--- src/rtl/scpu_pkg.sv ---
// scpu_pkg: shared opcode, state, ACC-source and ALU-op encodings for the SCPU control path
package scpu_pkg;
  localparam int OPC_W = 4;
  typedef enum logic [2:0] {
    S_IDLE   = 3'd0,
    S_FETCH  = 3'd1,
    S_DECODE = 3'd2,
    S_EXEC   = 3'd3,
    S_HALT   = 3'd4
  } state_t;
  localparam logic [OPC_W-1:0] OPC_NOP = 4'h0;
  localparam logic [OPC_W-1:0] OPC_LDA = 4'h1;
  localparam logic [OPC_W-1:0] OPC_STA = 4'h2;
  localparam logic [OPC_W-1:0] OPC_ADD = 4'h3;
  localparam logic [OPC_W-1:0] OPC_SUB = 4'h4;
  localparam logic [OPC_W-1:0] OPC_AND = 4'h5;
  localparam logic [OPC_W-1:0] OPC_OR  = 4'h6;
  localparam logic [OPC_W-1:0] OPC_JMP = 4'h7;
  localparam logic [OPC_W-1:0] OPC_JZ  = 4'h8;
  localparam logic [OPC_W-1:0] OPC_IN  = 4'h9;
  localparam logic [OPC_W-1:0] OPC_OUT = 4'hA;
  localparam logic [OPC_W-1:0] OPC_HLT = 4'hF;
  localparam logic [1:0] ACC_SRC_ALU = 2'd0;
  localparam logic [1:0] ACC_SRC_MEM = 2'd1;
  localparam logic [1:0] ACC_SRC_IN  = 2'd2;
  localparam logic [1:0] ALU_ADD = 2'd0;
  localparam logic [1:0] ALU_SUB = 2'd1;
  localparam logic [1:0] ALU_AND = 2'd2;
  localparam logic [1:0] ALU_OR  = 2'd3;
  function automatic logic is_mem(input logic [OPC_W-1:0] o);
    return o >= OPC_LDA && o <= OPC_OR;
  endfunction
  function automatic logic is_illegal(input logic [OPC_W-1:0] o);
    return o > OPC_OUT && o < OPC_HLT;
  endfunction
endpackage

--- src/rtl/scpu_wait_timer.sv ---
// scpu_wait_timer: stall-cycle counter with clear/enable and a timeout compare against MAX_WAIT
module scpu_wait_timer #(
  parameter int MAX_WAIT = 15
) (
  input  logic clk,
  input  logic rst,
  input  logic clr,
  input  logic en,
  output logic timeout
);
  logic [7:0] cnt;
  always_ff @(posedge clk or negedge rst)
    if (!rst) cnt <= '0;
    else if (clr) cnt <= '0;
    else if (en) cnt <= cnt + 8'd1;
  assign timeout = cnt == 8'(MAX_WAIT);
endmodule

--- src/rtl/scpu_ctrl_seq.sv ---
// scpu_ctrl_seq: multi-cycle FETCH/DECODE/EXEC sequencer with memory wait stalls and bus-timeout watchdog
module scpu_ctrl_seq
  import scpu_pkg::*;
#(
  parameter int MAX_WAIT = 15
) (
  input  logic       clk,
  input  logic       rst,
  input  logic       run,
  input  logic [7:0] instr,
  input  logic       mem_ready,
  input  logic       acc_zero,
  output logic       ir_load,
  output logic       pc_inc,
  output logic       pc_load,
  output logic       addr_sel,
  output logic       mem_rd,
  output logic       mem_wr,
  output logic       acc_load,
  output logic [1:0] acc_src,
  output logic [1:0] alu_op,
  output logic       out_load,
  output logic       halted,
  output logic       bus_err,
  output logic       illegal,
  output logic [2:0] state_o
);
  state_t state, nxt;
  logic [OPC_W-1:0] opc;
  logic stall, timeout, err_set, mem_op;
  logic unused_operand;
  assign unused_operand = ^instr[3:0];
  assign mem_op = is_mem(opc);
  assign stall = !mem_ready && (state == S_FETCH || (state == S_EXEC && mem_op));
  assign state_o = state;
  scpu_wait_timer #(.MAX_WAIT(MAX_WAIT)) u_timer (
    .clk(clk), .rst(rst), .clr(nxt != state), .en(stall), .timeout(timeout)
  );
  always_ff @(posedge clk or negedge rst)
    if (!rst) begin
      state   <= S_IDLE;
      opc     <= '0;
      bus_err <= 1'b0;
    end else begin
      state <= nxt;
      if (state == S_FETCH && mem_ready) opc <= instr[7:4];
      if (err_set) bus_err <= 1'b1;
    end
  always_comb begin
    nxt      = state;
    ir_load  = 1'b0;
    pc_inc   = 1'b0;
    pc_load  = 1'b0;
    addr_sel = 1'b0;
    mem_rd   = 1'b0;
    mem_wr   = 1'b0;
    acc_load = 1'b0;
    acc_src  = ACC_SRC_ALU;
    alu_op   = ALU_ADD;
    out_load = 1'b0;
    halted   = 1'b0;
    illegal  = 1'b0;
    err_set  = 1'b0;
    case (state)
      S_IDLE: nxt = run ? S_FETCH : S_IDLE;
      S_FETCH: begin
        mem_rd  = 1'b1;
        ir_load = mem_ready;
        pc_inc  = mem_ready;
        nxt     = mem_ready ? S_DECODE : S_FETCH;
      end
      S_DECODE: begin
        illegal = is_illegal(opc);
        nxt     = (illegal || opc == OPC_NOP) ? S_FETCH : S_EXEC;
      end
      S_EXEC:
        if (mem_op) begin
          addr_sel = 1'b1;
          mem_rd   = opc != OPC_STA;
          mem_wr   = opc == OPC_STA;
          acc_load = mem_ready && opc != OPC_STA;
          acc_src  = (mem_ready && opc == OPC_LDA) ? ACC_SRC_MEM : ACC_SRC_ALU;
          alu_op   = (mem_ready && opc >= OPC_ADD) ? 2'(opc - OPC_ADD) : ALU_ADD;
          nxt      = mem_ready ? S_FETCH : S_EXEC;
        end else begin
          pc_load  = opc == OPC_JMP || (opc == OPC_JZ && acc_zero);
          acc_load = opc == OPC_IN;
          acc_src  = opc == OPC_IN ? ACC_SRC_IN : ACC_SRC_ALU;
          out_load = opc == OPC_OUT;
          nxt      = opc == OPC_HLT ? S_HALT : S_FETCH;
        end
      S_HALT: halted = 1'b1;
      default: nxt = S_IDLE;
    endcase
    // a stall that reaches the wait limit aborts to HALT; a same-cycle mem_ready never counts as a stall
    if (stall && timeout) begin
      nxt     = S_HALT;
      err_set = 1'b1;
    end
  end
endmodule

--- config.mk ---
export PLATFORM = sky130hd
export DESIGN_NAME = scpu_ctrl_seq
export DESIGN_NICKNAME = d
export VERILOG_FILES = /design/src/rtl/scpu_pkg.sv /design/src/rtl/scpu_wait_timer.sv /design/src/rtl/scpu_ctrl_seq.sv
export SDC_FILE = /design/constraint.sdc
export NUM_CORES = 1
export LEC_CHECK = 0
export BUFFER_PORTS_ARGS = -buffer_cell sky130_fd_sc_hd__buf_2
export CAP_MARGIN = 20
export CELL_PAD_IN_SITES_DETAIL_PLACEMENT = 0
export CELL_PAD_IN_SITES_GLOBAL_PLACEMENT = 1
export CORE_MARGIN = 5
export CORE_UTILIZATION = 38
export CTS_CLUSTER_SIZE = 24
export DETAILED_ROUTE_END_ITERATION = 7
export GPL_TIMING_DRIVEN = 0
export PLACE_DENSITY_LB_ADDON = 0.08
export SKIP_LAST_GASP = 1
export SLEW_MARGIN = 20
export SYNTH_ARGS = -nofsm -noshare
export SYNTH_HDL_FRONTEND = slang
export SYNTH_HIERARCHICAL = 1
export SYNTH_SLANG_ARGS = --single-unit
--- constraint.sdc ---
create_clock -name clk -period 3.05 [get_ports clk]
set_clock_uncertainty 0.1 [all_clocks]
set_input_delay 0.4575 -clock clk [delete_from_list [all_inputs] [get_ports clk]]
set_output_delay 0.4575 -clock clk [all_outputs]
set_load 0.01 [all_outputs]
== Yosys cells after proc, flatten, opt, wreduce, memory -nomap -nowiden ==
Cells that the tools add are included.

* Bits in registers: 16
* Bits of input ports: 13
* Output and inout bits: 18
* Word-level logic and storage cells: 75

* Add/sub/neg operators: 2
* Order comparisons: 5
* Equality and inequality tests: 14
* Mux-type cells: 33
* Reductions and logical operators: 17

{| class="wikitable"
|+ Operators with widths
! operator !! count
|-
| two-way mux 2 bit || 9
|-
| two-way mux 1 bit || 17
|-
| equality test 4 bit (second input constant) || 4
|-
| two-way mux 8 bit || 2
|-
| case mux 3 bit (5 select lines) || 1
|-
| logical AND 1 bit || 10
|-
| two-way mux 3 bit || 3
|-
| adder 8 x 1 -> 8 bit (second input constant) || 1
|-
| equality test 8 x 4 -> 1 bit (second input constant) || 1
|-
| equality test 3 x 2 -> 1 bit (second input constant) || 2
|-
| equality test 4 x 1 -> 1 bit (second input constant) || 1
|-
| equality test 4 x 2 -> 1 bit (second input constant) || 1
|-
| equality test 4 x 3 -> 1 bit (second input constant) || 1
|-
| >= comparator 4 x 1 -> 1 bit (second input constant) || 1
|-
| >= comparator 4 x 2 -> 1 bit (second input constant) || 1
|-
| greater-than comparator 4 bit (second input constant) || 1
|-
| less-or-equal comparator 4 x 3 -> 1 bit (second input constant) || 1
|-
| zero test 4 bit || 1
|-
| less-than comparator 4 bit (second input constant) || 1
|-
| != test 4 x 2 -> 1 bit (second input constant) || 1
|-
| equality test 3 x 1 -> 1 bit (second input constant) || 1
|-
| equality test 3 bit (second input constant) || 1
|-
| zero test 3 bit || 1
|-
| logical OR 1 bit || 3
|-
| 5 further kinds || 5
|}

== Logic depth before layout (Yosys ltp) ==
* Word-level depth: 9
* Mapped depth: 10
* Depth with buffers taken out: 9

== Hierarchy ==
Netlist, hierarchy kept.

{| class="wikitable"
|+ Modules (own cells, without submodules)
! module !! instances !! cells an instance !! area each (µm²)
|-
| scpu_ctrl_seq || 1 || 84 || 730.7
|-
| scpu_wait_timer || 1 || 39 || 394.1
|}

== Worst setup path before layout ==
No wires, ideal clock.

* Kind: register to register
* Start: register opc[0]
* End: register u_timer.cnt[6]
* Setup time: 78 ps
* Data arrival time: 2111 ps
* Slack: 761 ps
* Stages on the path, launching flop included: 11
* Path buffers: 1
* Path through: dfrtp_1 -> inv_1 -> ha_1 -> nor3b_4 -> a211oi_2 -> nand2b_1 -> and2_1 -> buf_2 -> nand2_1 -> or3_1 -> a21oi_1

* Longest elaborated chain between the ends: 9

{| class="wikitable"
|+ Ends and longest elaborated chain
! what !! RTL line !! RTL
|-
| start: declaration || scpu_ctrl_seq.sv:29 || <nowiki>logic [OPC_W-1:0] opc;</nowiki>
|-
| start signal: assignment || scpu_ctrl_seq.sv:46 || <nowiki>if (state == S_FETCH && mem_ready) opc <= instr[7:4];</nowiki>
|-
| >= comparator 4 x 1 -> 1 bit / less-or-equal comparator 4 x 3 -> 1 bit (equally long branches) || scpu_pkg.sv:31 || <nowiki>return o >= OPC_LDA && o <= OPC_OR;</nowiki>
|-
| logical AND 1 bit * || scpu_pkg.sv:31 ||
|-
| logical AND 1 bit * || scpu_ctrl_seq.sv:34 || <nowiki>assign stall = !mem_ready && (state == S_FETCH || (state == S_EXEC && mem_op));</nowiki>
|-
| logical OR 1 bit * || scpu_ctrl_seq.sv:34 ||
|-
| logical AND 1 bit * || scpu_ctrl_seq.sv:34 ||
|-
| net stall || scpu_ctrl_seq.sv:30 || <nowiki>logic stall, timeout, err_set, mem_op;</nowiki>
|-
| logical AND 1 bit || scpu_ctrl_seq.sv:96 || <nowiki>if (stall && timeout) begin</nowiki>
|-
| two-way mux 3 bit || scpu_ctrl_seq.sv:96 ||
|-
| != test 3 bit || scpu_ctrl_seq.sv:37 || <nowiki>.clk(clk), .rst(rst), .clr(nxt != state), .en(stall), .timeout(timeout)</nowiki>
|-
| two-way mux 8 bit / nonzero test 2 bit (equally long branches) || - ||
|-
| end signal: assignment || scpu_wait_timer.sv:15 || <nowiki>else if (en) cnt <= cnt + 8'd1;</nowiki>
|-
| end: declaration || scpu_wait_timer.sv:11 || <nowiki>logic [7:0] cnt;</nowiki>
|}

Mark *: on every way through the listed nets, which the timed path passes. The rest lies on a longest branch.
A chain may end at the register's enable or synchronous reset.

== Final worst setup path ==
* Start: register opc[0]
* End: output alu_op[1]

* Longest elaborated chain between the ends: 5

{| class="wikitable"
|+ Ends and longest elaborated chain
! what !! RTL line !! RTL
|-
| >= comparator 4 x 2 -> 1 bit || scpu_ctrl_seq.sv:83 || <nowiki>alu_op = (mem_ready && opc >= OPC_ADD) ? 2'(opc - OPC_ADD) : ALU_ADD;</nowiki>
|-
| logical AND 1 bit || scpu_ctrl_seq.sv:83 ||
|-
| two-way mux 2 bit || scpu_ctrl_seq.sv:83 ||
|-
| two-way mux 2 bit * || scpu_ctrl_seq.sv:77 || <nowiki>if (mem_op) begin</nowiki>
|-
| two-way mux 2 bit * || scpu_ctrl_seq.sv:64 || <nowiki>case (state)</nowiki>
|-
| end: declaration || scpu_ctrl_seq.sv:21 || <nowiki>output logic [1:0] alu_op,</nowiki>
|}

Mark *: on every way between the ends. The rest lies on a longest branch, timed or not.

==> impl_metrics.csv <==
group,metric,value,unit
outcome,outcome,"complete, no violations",
sta,min_period,2680,ps
synth,yosysUniqueCellTypes,42,
clock_tree,cts_setup_buffers,0,
place,io_buffers,25,
routing,wl,2480,um
die,num_io_pins,31,
final_layout,antenna_cells,0,
final_layout,layoutNonFillerInstCount,184,
clock_tree,path_clk_slew,80,ps
sta,fmax,373,MHz
clock_tree,cts_buffers,3,
setup_path,cp_num_buf_inv,2,
power_and_ir_drop,power.density,784,nW/um2
setup_path,crit-reg2reg-launch,"opc[0]$_DFFE_PN0P_",
sta,slew_viol_final,0,
setup_path,r2r_setup_slack,420,ps
synth,syn_inst,123,
place,pre_cts_ws,418,ps
global_route,antenna_found_initial,0,
synth,synth_seq_area_share,35.6,%
place,finalWeightedCongestion,0.760,
synth,synth_fp_nets,142,
synth,yosys-top-cells-area,"dfrtp_1 36%, ha_1 6.7%, nor2_1 6.0%",
routing,num_vias,986,
power_and_ir_drop,power,0.00105,W
die,row_count,19,
final_layout,area_delta_synth_final,18.7,%
final_layout,final_util,47.6,%
global_route,grt_pass1_vias,931,
global_route,grt_pass1_wl,4280,um
die,die_h,64.4,um
clock_tree,clkSinkCount,16,
clock_tree,clock_latency,280,ps
min_path,hold_class,"input port to flip-flop",
synth,synth_top_area_cell,"dfrtp_1",
setup_path,worstPathMaxFanout,6,
sta,fin_ws,367,ps
die,start_util,40.1,%
setup_path,r2r-end,"u_timer/cnt[5]$_DFFE_PN0P_",
setup_path,startpoint_type,"flip-flop",
power_and_ir_drop,peakVddDrop,373,uV
final_layout,drive_gt1_share,29.4,%
die,dieArea,4150,um2
routing,avgRoutedWirePerCell,13.5,um
sta,worst_pin_slew,769,ps
global_route,overflow,0,
synth,yosysTopAreaCellShare,35.6,%
global_route,grt_start_max_net_pins,17,
global_route,grt_usage,12.9,%
sta,slew_headroom,48.3,%
setup_path,critical-path-max-stage-delay,440,ps
place,placedCellCount,179,
die,coreArea,2810,um2
clock_tree,cts_tree,"built",
power_and_ir_drop,leakagePower,0.632,nW
setup_path,reg2reg_depth,10,
clock_tree,cts_hold_buf,1,
routing,antenna_left,0,
clock_tree,cts_root_buf,"clkbuf_4",
sta,timing.final.crit_share,88.0,%
setup_path,path_class,"flip-flop to primary output",
synth,yosys_warnings,6,
min_path,hold_end,"opc[1]$_DFFE_PN0P_",
setup_path,crit_required,2490,ps
synth,synth_area,1120,um2
setup_path,end_kind,"primary output",
final_layout,final_common_cell,"buf_2",
min_path,worstHoldStart,"instr[5]",
place,hpwl,1880,um
setup_path,crit_chain,"inv_1, ha_1, nor3b_4, a2111oi_4, o311ai_1, nor2_1, buf_2",
sta,setup_viol,0,
sta,setup_tns,0,ps
clock_tree,htreeDepth,1,
job,drv_cap,0,
min_path,min_path_cells,3,
sta,rsz0062_at_grt,"false",
final_layout,most-common-layout-cells,"27 x buf_2, 18 x nor2_1, 16 x dfrtp_1, 8 x nand2_1, 8 x a21oi_1",
synth,ys_seq_elements,16,
routing,dr.pass1.iters,4,
clock_tree,cts_resized,0,
die,fp.dieW,64.4,um
routing,drc,0,
synth,postSynthAreaPerCell,9.14,um2
setup_path,path_delay_family,"compound AO/OA/AOI/OAI gates",
sta,hold_viol,0,
setup_path,slowest_stage,"dfrtp_1",
routing,drt-vias-per-instance,5.36,
final_layout,fin_nets,173,
setup_path,arrival,2130,ps
clock_tree,cts_buffer_depth,2,
routing,drt_iter0_drc,56,
cells by family (layout without fill, tap and decap cells):
| family | after synthesis | count (layout) | share of synthesized area [%] |
|---|---|---|---|
| AND/OR/NAND/NOR | 62 | 62 | 32.5 |
| AO/OA/AOI/OAI | 22 | 22 | 14.0 |
| flip-flops | 16 | 16 | 35.6 |
| buffers and inverters | 10 | 40 | 4.56 |
| adder cells (fa/ha/maj) | 6 | 6 | 6.67 |
| XOR/XNOR | 4 | 4 | 3.12 |
| multiplexers | 3 | 3 | 3.56 |
how the worst max path moves through the flow:
stage,startpoint,endpoint,slack (ps),depth (start not counted)
after floorplan,opc[0]$_DFFE_PN0P_,u_timer/cnt[6]$_DFFE_PN0P_,760,10
after global routing,opc[0]$_DFFE_PN0P_,u_timer/cnt[5]$_DFFE_PN0P_,200,10
after detailed placement,opc[0]$_DFFE_PN0P_,u_timer/cnt[5]$_DFFE_PN0P_,420,10
after global placement,opc[1]$_DFFE_PN0P_,u_timer/cnt[6]$_DFFE_PN0P_,420,10
after CTS,opc[0]$_DFFE_PN0P_,alu_op[1],350,7
final,opc[0]$_DFFE_PN0P_,alu_op[1],370,7
cell usage after synthesis:
library cell / number
clkbuf_4: 1
xnor2_1: 1
mux2i_1: 1
a31o_1: 1
a2111oi_4: 1
and2b_1: 1
and2_1: 1
nor2_1: 18
nand3b_2: 1
or3b_1: 1
o311ai_1: 1
xor2_1: 3
nor3_1: 3
buf_1: 1
nor4_1: 2
buf_2: 2
or3b_2: 1
nor2b_2: 1
nand4_2: 1
and3_1: 2
nand2b_2: 1
a21oi_1: 8
a211oi_1: 1
o21ai_0: 6
nor2b_1: 2
nand4_1: 3
mux2_4: 2
a221o_1: 1
or3_1: 4
ha_1: 6
nor3b_4: 2
a31oi_1: 2
a211oi_2: 1
buf_4: 2
nor4b_1: 1
clkbuf_1: 1
nand2b_1: 3
dfrtp_1: 16
inv_1: 3
nand4b_1: 1
nand3_1: 5
nand2_1: 8
per-layer routing:
metal  routed length (um)  part of all wire, %  vias up  track usage, %
met1                 1290                   52      456            17.3
met5                    0                    0        -               0
met2                 1040                   42       26            20.0
li1                     -                    -      502               -
met4                   12                 0.48        0            2.37
met3                  134                  5.4        2            4.73
area by class of cell:
cell class | count | area (um2)
Buffer | 7 | 40.0
Inverter | 3 | 11.3
Sequential cell | 16 | 400
Fill cell | 278 | 1470
Tap cell | 31 | 38.8
Clock buffer | 4 | 36.3
Timing Repair Buffer | 26 | 135
Multi-Input combinational cell | 97 | 673
worst reg2reg max path: stages (launching register included):
cell and delay [ps]:
dfrtp_1 440, inv_1 130, ha_1 220, nor3b_4 160, a211oi_2 390, nand2b_1 210, and2_1 130, buf_2 180
nand3_1 110, or3_1 350, a21oi_1 150
state kept, by name, summed over array words and instances (netlist names):
signal / count
state_o: 3
bus_err: 1
u_timer/cnt: 8
opc: 4
stage by stage:
stage          instance area [um2]  hold WS [ps]
2_1_floorplan                 1120          61.9
3_3_place_gp                  1290           294
3_5_place_dp                  1290           292
4_1_cts                       1340           262
5_1_grt                       1340           270
6_report                      1340           276
power breakdown:
part / internal, W / switching (W) / leakage (nW) / total [W]
combinational: 0.000244 / 0.000348 / 0.399 / 0.000592
sequential: 0.000259 / 0.0000572 / 0.211 / 0.000316
clock: 0.0000727 / 0.0000651 / 0.0210 / 0.000138
Power figures use the tool's default switching activity.
